===== src/rtl/masked_sbox_pkg.sv =====
// Shared types and constants for the masked AES S-box sequencer.
// Bundle layout on rnd_data is {r3, r2, r1} with r1 in the LSBs.
package masked_sbox_pkg;

    typedef enum logic [1:0] {
        IDLE  = 2'd0,
        RUN   = 2'd1,
        DRAIN = 2'd2
    } state_e;

    localparam int SBOX_LAT = 3;

    localparam int DEF_R1_W = 18;
    localparam int DEF_R2_W = 14;
    localparam int DEF_R3_W = 18;

    // Bit offsets of the r2 and r3 slices inside a packed bundle.
    function automatic int r2_lsb(input int r1_w);
        return r1_w;
    endfunction

    function automatic int r3_lsb(input int r1_w, input int r2_w);
        return r1_w + r2_w;
    endfunction

endpackage


===== src/rtl/masked_rnd_delay.sv =====
// Valid-gated randomness delay line: a slice captured with its token is
// shifted alongside it, and bubbles carry all-zero randomness.
module masked_rnd_delay #(
    parameter int W     = 14,
    parameter int DEPTH = 1
) (
    input  logic         clk,
    input  logic         rst_n,
    input  logic         in_vld,
    input  logic [W-1:0] in_data,
    output logic [W-1:0] out_data
);

    logic [DEPTH-1:0][W-1:0] dat_q;
    logic [DEPTH-1:0][W-1:0] dat_d;

    // Gating at entry is enough: a zero slice then travels with the bubble.
    always_comb begin
        // NOTE: assign a default before any branch so the block never infers a latch.
        dat_d    = '0;
        dat_d[0] = in_vld ? in_data : '0;
        for (int i = 1; i < DEPTH; i++) begin
            dat_d[i] = dat_q[i-1];
        end
    end

    // NOTE: state flops use non-blocking (<=) so every stage samples the pre-edge value.
    always_ff @(posedge clk or negedge rst_n) begin
        if (!rst_n) begin
            dat_q <= '0;
        end else begin
            dat_q <= dat_d;
        end
    end

    assign out_data = dat_q[DEPTH-1];

endmodule


===== src/rtl/masked_sbox_sequencer.sv =====
// Sequences one masked SubBytes pass: issues byte indices, pulls one PRNG
// bundle per byte and re-times its slices to the S-box pipeline stages.
module masked_sbox_sequencer
    import masked_sbox_pkg::*;
#(
    parameter int NBYTES = 16,
    parameter int IDX_W  = 4,
    parameter int LAT    = SBOX_LAT,
    parameter int R1_W   = DEF_R1_W,
    parameter int R2_W   = DEF_R2_W,
    parameter int R3_W   = DEF_R3_W
) (
    input  logic                        clk,
    input  logic                        rst_n,
    input  logic                        start,
    output logic                        busy,
    output logic                        done,
    output logic [IDX_W-1:0]            rd_idx,
    output logic                        issue,
    input  logic                        rnd_valid,
    output logic                        rnd_ready,
    input  logic [R1_W+R2_W+R3_W-1:0]   rnd_data,
    output logic [R1_W-1:0]             ran_s1,
    output logic [R2_W-1:0]             ran_s2,
    output logic [R3_W-1:0]             ran_s3,
    output logic                        wr_en,
    output logic [IDX_W-1:0]            wr_idx
);

    localparam int R2_LSB = r2_lsb(R1_W);
    localparam int R3_LSB = r3_lsb(R1_W, R2_W);
    localparam logic [IDX_W-1:0] LAST_IDX = IDX_W'(NBYTES - 1);

    state_e                    state_q, state_d;
    logic [IDX_W-1:0]          cnt_q, cnt_d;
    logic [IDX_W-1:0]          last_idx_q, last_idx_d;
    logic [LAT-1:0]            vld_q, vld_d;
    logic [LAT-1:0][IDX_W-1:0] idx_q, idx_d;

    // State register and token tracker.
    always_ff @(posedge clk or negedge rst_n) begin
        if (!rst_n) begin
            state_q    <= IDLE;
            cnt_q      <= '0;
            last_idx_q <= '0;
            vld_q      <= '0;
            idx_q      <= '0;
        end else begin
            state_q    <= state_d;
            cnt_q      <= cnt_d;
            last_idx_q <= last_idx_d;
            vld_q      <= vld_d;
            idx_q      <= idx_d;
        end
    end

    // Next-state and counter logic.
    always_comb begin
        state_d = state_q;
        cnt_d   = cnt_q;
        case (state_q)
            IDLE: begin
                if (start) begin
                    state_d = RUN;
                    cnt_d   = '0;
                end
            end
            RUN: begin
                if (rnd_valid) begin
                    cnt_d = cnt_q + 1'b1;
                    if (cnt_q == LAST_IDX) begin
                        state_d = DRAIN;
                    end
                end
            end
            DRAIN: begin
                if (done) begin
                    state_d = IDLE;
                end
            end
            default: state_d = IDLE;
        endcase
    end

    // Output decode; issue and rnd_ready are the same handshake in RUN.
    always_comb begin
        busy      = (state_q != IDLE);
        issue     = (state_q == RUN) && rnd_valid;
        rnd_ready = issue;
        rd_idx    = issue ? cnt_q : last_idx_q;
        ran_s1    = issue ? rnd_data[R1_W-1:0] : '0;
        done      = (state_q == DRAIN) && vld_q[LAT-1] && (idx_q[LAT-1] == LAST_IDX);
    end

    // A bubble enters stage 1 whenever nothing is issued.
    always_comb begin
        last_idx_d = issue ? cnt_q : last_idx_q;
        vld_d      = {vld_q[LAT-2:0], issue};
        idx_d      = {idx_q[LAT-2:0], rd_idx};
    end

    assign wr_en  = vld_q[LAT-1];
    assign wr_idx = idx_q[LAT-1];

    masked_rnd_delay #(
        .W     (R2_W),
        .DEPTH (1)
    ) u_r2_delay (
        .clk      (clk),
        .rst_n    (rst_n),
        .in_vld   (issue),
        .in_data  (rnd_data[R3_LSB-1:R2_LSB]),
        .out_data (ran_s2)
    );

    masked_rnd_delay #(
        .W     (R3_W),
        .DEPTH (LAT - 1)
    ) u_r3_delay (
        .clk      (clk),
        .rst_n    (rst_n),
        .in_vld   (issue),
        .in_data  (rnd_data[R3_LSB+R3_W-1:R3_LSB]),
        .out_data (ran_s3)
    );

endmodule


===== config.mk =====
export PLATFORM = sky130hd
export DESIGN_NAME = masked_sbox_sequencer
export DESIGN_NICKNAME = d
export VERILOG_FILES = /design/src/rtl/masked_sbox_pkg.sv /design/src/rtl/masked_rnd_delay.sv /design/src/rtl/masked_sbox_sequencer.sv
export SDC_FILE = /design/constraint.sdc
export NUM_CORES = 1
export LEC_CHECK = 0
export CAP_MARGIN = 20
export CORE_MARGIN = 2
export CORE_UTILIZATION = 38
export CTS_BUF_LIST = sky130_fd_sc_hd__clkbuf_8
export DETAILED_ROUTE_END_ITERATION = 10
export HOLD_SLACK_MARGIN = 0.12
export PLACE_DENSITY = 0.76
export SLEW_MARGIN = 20
export SYNTH_ARGS = -nofsm -noshare
export SYNTH_HDL_FRONTEND = slang
export SYNTH_SLANG_ARGS = --single-unit

===== constraint.sdc =====
create_clock -name clk -period 4.4 [get_ports clk]
set_clock_uncertainty 0.05 [all_clocks]
set_input_delay 0.44 -clock clk [delete_from_list [all_inputs] [get_ports clk]]
set_output_delay 0.44 -clock clk [all_outputs]
set_load 0.1 [all_outputs]

==> results_dict.tcl, run 1 <==
set metrics [dict create \
    finalWirelength_um 4740 \
    outcome "finished clean" \
    placementRows 28 \
    crit_top_cell "buf_4" \
    drt_iter0_drc 46 \
    worst-setup-path-type "input pin to primary output" \
    worstSkewPairLatency_ns 0.33 \
    slew_violations 0 \
    synth_ff_type "dfrtp_1" \
    cp.arrival_ns 2.37 \
    final_nets 331 \
    synth-edff-count 0 \
    synth_most_common_cell "dfrtp_1" \
    io_pins 117 \
    grt_pass1_wl_um 7760 \
    wl_met1_um 1850 \
    rrSetupSlack_ns 2.64 \
    drcViolationCount 0 \
    die_h_um 83.6 \
    via_per_inst 4.33 \
    clockBufferDepth 2 \
    dp_cells 340 \
    crit_required_ns 3.91 \
    timing.hold.ws_ns 0.162 \
    dr.pass1.iters 3 \
    syn_area_um2 2410 \
    post-route-min-period_ns 2.86 \
    fin_cells 355 \
    hold_violations 0 \
    globalplace.congestion 0.728 \
    total_power_mw 2.66 \
    initial_utilization_pct 39.9 \
    cp_cell_sequence "clkdlybuf4s50_1, and3b_2, buf_4, and2_1, buf_4" \
    hpwl_um 3430 \
    drive_above_1_share_pct 17.5 \
    clock-sinks 71 \
    synth_seq_cells 71 \
    dr_wl_met3_um 302 \
    area_growth_pct 54.5 \
    n_antenna_cell 0 \
    synth_nets 215 \
    cap_violations 0 \
    grt.total_usage_pct 14.5 \
    post_cts_resized 0 \
    period_share_pct 65.0 \
    critPathLaunchType "input pin" \
    path_clk_slew_ns 0.07 \
    synth_area_leaders "dfrtp_1, and2_1, mux2_4" \
    synth_top_area_share_pct 73.8 \
    leakage_nw 1.72 \
    post_cts_buffers 0 \
    portBuffers 116 \
    setup_viol 0 \
    met2WireLength_um 2490 \
    postLayoutCoreUtil_pct 61.7 \
    grt_overflow 0 \
    hold_path_class "input pin to asynchronous set/reset pin" \
    slowest_delay_ns 0.67 \
    yosysSeqAreaShare_pct 73.8 \
    ant_nets 0 \
    synthCells 160 \
    antenna_found_initial 0 \
    grt_max_degree 72 \
    cts_buffers 9 \
    ys_types 26 \
    ys_async_sr_fraction_pct 100 \
    holdBufCountCts 0 \
    cpMaxStageDelayCell "and3b_2" \
    p_per_area_nw_per_um2 714 \
    max_slew_margin_pct 32.7 \
    peakVddDrop_uv 376 \
    cts-root-buf "clkbuf_8" \
    fin_setup_tns_ns 0 \
    crit_fanout 46 \
    tritoncts "yes" \
    worst_pin_slew_ns 1.01 \
    rsz0062_at_grt "no" \
    ctsHtreeMaxLevel 3 \
    core_um2 6030 \
    synth_common_cells "dfrtp_1, and2_1, buf_4" \
    wl_per_cell_um 13.3 \
    timing.fmax_mhz 350 \
    avgSynthCellArea_um2 15.0 \
    grt_pass1_vias 1594 \
    highest_layer "met4" \
    die_area_um2 6980 \
    ys_warn_count 0 \
    via_count 1538 \
    yosys.area.top_type "dfrtp_1" \
    chipWidth_um 83.6 \
    cp-end-kind "primary output" \
]
layout by cell type (no fill, tap or decap), drive strengths merged:
master / n
nand3: 1
mux2i: 1
clkinvlp: 1
buf: 26
or2: 1
nor2: 2
nand2b: 1
a22o: 2
a31oi: 1
and3b: 1
clkinv: 1
nand4: 1
nor2b: 1
nand2: 3
nor3: 1
o2bb2ai: 1
clkbuf: 11
and2: 50
or3b: 1
and3: 1
bufinv: 1
clkdlybuf4s50: 91
mux2: 6
inv: 1
ha: 1
o21bai: 1
dfrtp: 71
routing by layer:
layer | global-route usage [%] | vias up
li1 | - | 732
met2 | 24.1 | 71
met3 | 3.76 | 7
met1 | 16.7 | 728
met4 | 9.24 | 0
met5 | 0 | -
metrics by stage:
step | instance area, um2 | setup slack [ns]
2_1_floorplan | 2410 | 0.697
3_3_place_gp | 3520 | 1.59
3_5_place_dp | 3520 | 1.51
4_1_cts | 3720 | 1.50
5_1_grt | 3720 | 1.39
6_report | 3720 | 1.54
report_power, final:
group,switching (mW),internal (mW)
sequential,0.0715,0.796
combinational,0.981,0.306
clock,0.215,0.287
total,1.27,1.39
path summary, 6_finish.rpt:
kind | from | endpoint | cells past startpoint
min reg2reg | idx_d[10] | wr_idx[2] | 0
min | rst_n | u_r3_delay.dat_d[32] | 1
max | rnd_valid | ran_s1[17] | 5
max in group asynchronous | rst_n | u_r3_delay.dat_d[23] | 1
min in group clk | idx_d[10] | wr_idx[2] | 0
max reg2reg | state_q[1] | state_q[1] | 3
cells by family (layout without fill, tap and decap cells):
family | Yosys count | in the layout | synth area share [%]
AOI/OAI and AO/OA | 5 | 5 | 1.66
adders and majority gates | 1 | 1 | 0.520
buffers and inverters | 12 | 132 | 3.64
DFF | 71 | 71 | 73.8
muxes | 7 | 7 | 3.85
and+or+nand+nor | 64 | 64 | 16.5
critical path: cells and delay by family:
kind	cells	cell delay, ns
buffers and inverters	3	1.09
and+or+nand+nor	2	0.82
state kept, by name (all words and copies together) (netlist names):
register             cells
vld_q                    3
u_r2_delay.out_data     14
u_r3_delay.dat_d        18
u_r3_delay.out_data     18
state_q                  2
wr_idx                   4
idx_d                    8
cnt_q                    4
layout make-up:
cell class	count	area [um2]
repair buffers	117	1110
flip-flops and latches	71	1780
fillers	472	2310
multi-input cells	77	543
well taps	75	93.8
clock inverters	4	46.3
clock buffers	11	151
No activity file was read; power rests on OpenSTA's default activity.
==> run 2: changes to the inputs <==
Settings changed: CORE_UTILIZATION 38 to 37, PLACE_DENSITY 0.76 to 0.77.
Clock period 4.4 ns to 2.4 ns, I/O delays scaled along.
==> run 2 against run 1 <==
Via count increased by 1.4%; clock power increased by 110%; design area increased by 7.3%; setup slack got worse by 1.2 ns; core utilization increased by 1.5 points; critical endpoint is now rd_idx[2]; critical path depth decreased by 1; first-iteration DRC count increased by 52%; global-route usage decreased by 0.39 points; combinational power increased by 100%.
==> results_dict.tcl, run 2 (synthesis gave the netlist of run 1 again) <==
set metrics [dict create \
    outcome "finished clean" \
    timing.fmax_mhz 484 \
    grt.total_usage_pct 14.2 \
    fin_area_um2 3990 \
    setup_viol 0 \
    layout_commonest_cell "dfrtp_1" \
    postLayoutSetupSlackWorst_ns 0.332 \
    grt_pass1_wl_um 7870 \
    worst-setup-path-type "register to primary output" \
    ant_nets 0 \
    dr.pass1.iters 4 \
    rsz0062_at_grt "no" \
    layout_common_cells "dfrtp_1, clkdlybuf4s50_1, and2_1, buf_4, buf_12" \
    clock-sinks 71 \
    grt_max_degree 72 \
    period_share_pct 86.2 \
    holdBufCountCts 1 \
    via_count 1559 \
    chipWidth_um 84.6 \
    post_cts_resized 0 \
    die_area_um2 7160 \
    met2WireLength_um 2430 \
    path_clk_slew_ns 0.07 \
    die_h_um 84.6 \
    globalplace.congestion 0.752 \
    post-route-min-period_ns 2.07 \
    slew_violations 0 \
    final_nets 333 \
    drt_iter0_drc 70 \
    grt_pass1_vias 1713 \
    dp_cells 343 \
    hpwl_um 3480 \
    core_um2 6310 \
    postLayoutCoreUtil_pct 63.2 \
    portBuffers 116 \
    peakVddDrop_uv 909 \
    leakage_nw 1.90 \
    hold_violations 0 \
    wl_per_cell_um 13.3 \
    fin_setup_tns_ns 0 \
    cp_cell_sequence "and3b_2, buf_12, mux2_4, buf_12" \
    area_growth_pct 65.8 \
    slowest_delay_ns 0.43 \
    worst_pin_slew_ns 0.859 \
    initial_utilization_pct 38.1 \
    dr_wl_met3_um 351 \
    crit_fanout 41 \
    pre_cts_slack_ns 0.412 \
    critPathLaunchType "register" \
    cap_violations 0 \
    cp.arrival_ns 1.78 \
    antenna_found_initial 0 \
    finalWirelength_um 4790 \
    clockBufferDepth 2 \
    cts_buffers 9 \
    highest_layer "met4" \
    cpMaxStageDelayCell "dfrtp_1" \
    timing.hold.ws_ns 0.300 \
    p_per_area_nw_per_um2 1310 \
    post_cts_buffers 0 \
    fin_cells 360 \
    via_per_inst 4.33 \
    max_slew_margin_pct 42.7 \
    placed_cell_area_um2 3760 \
    worstSkewPairLatency_ns 0.33 \
    total_power_mw 5.24 \
    placementRows 29 \
    cts-root-buf "clkbuf_8" \
    hold_path_class "register to register" \
    wl_met1_um 1910 \
    n_antenna_cell 0 \
    drive_above_1_share_pct 32.2 \
    drcViolationCount 0 \
    cp-end-kind "primary output" \
    crit_required_ns 2.11 \
    crit_top_cell "buf_12" \
    io_pins 117 \
    ctsHtreeMaxLevel 3 \
    grt_overflow 0 \
    tritoncts "yes" \
]
==> run 2: layer usage <==
layer / vias up / track usage (%)
met5: - / 0
li1: 735 / -
met1: 743 / 16.5
met3: 9 / 4.03
met4: 0 / 7.36
met2: 72 / 23.8
==> run 2: final cells by class <==
type / instances / area, um2
clock buffers: 10 / 138
multi-input cells: 77 / 554
fillers: 503 / 2320
repair buffers: 119 / 1340
well taps: 77 / 96.3
flip-flops and latches: 71 / 1780
clock inverters: 6 / 85.1
==> run 2: report_power, final <==
part | switching, mW | internal (mW) | total, mW
Combinational | 1.85 | 0.764 | 2.62
Clock | 0.421 | 0.610 | 1.03
Sequential | 0.131 | 1.46 | 1.59
Total | 2.40 | 2.83 | 5.24
==> run 2: worst paths after layout <==
| check | slack (ns) | start | cells after the start | to |
|---|---|---|---|---|
| worst max-delay path | 0.33 | state_q[1] | 4 | rd_idx[2] |
| worst min-delay path | 0.30 | u_r3_delay.dat_d[26] | 0 | u_r3_delay.out_data[8] |
| worst max register to register | 0.94 | state_q[0] | 3 | cnt_q[0] |
| worst min register to register | 0.30 | u_r3_delay.dat_d[26] | 0 | u_r3_delay.out_data[8] |
| max in group asynchronous | 1.22 | rst_n | 2 | state_q[1] |
| min in group asynchronous | 0.52 | rst_n | 2 | u_r3_delay.out_data[11] |
==> run 2: critical path: cells and delay by family (launching register included) <==
kind | cells | cell delay [ns]
AND/OR/NAND/NOR | 1 | 0.30
flip-flops | 1 | 0.43
multiplexers | 1 | 0.34
buffers and inverters | 2 | 0.37
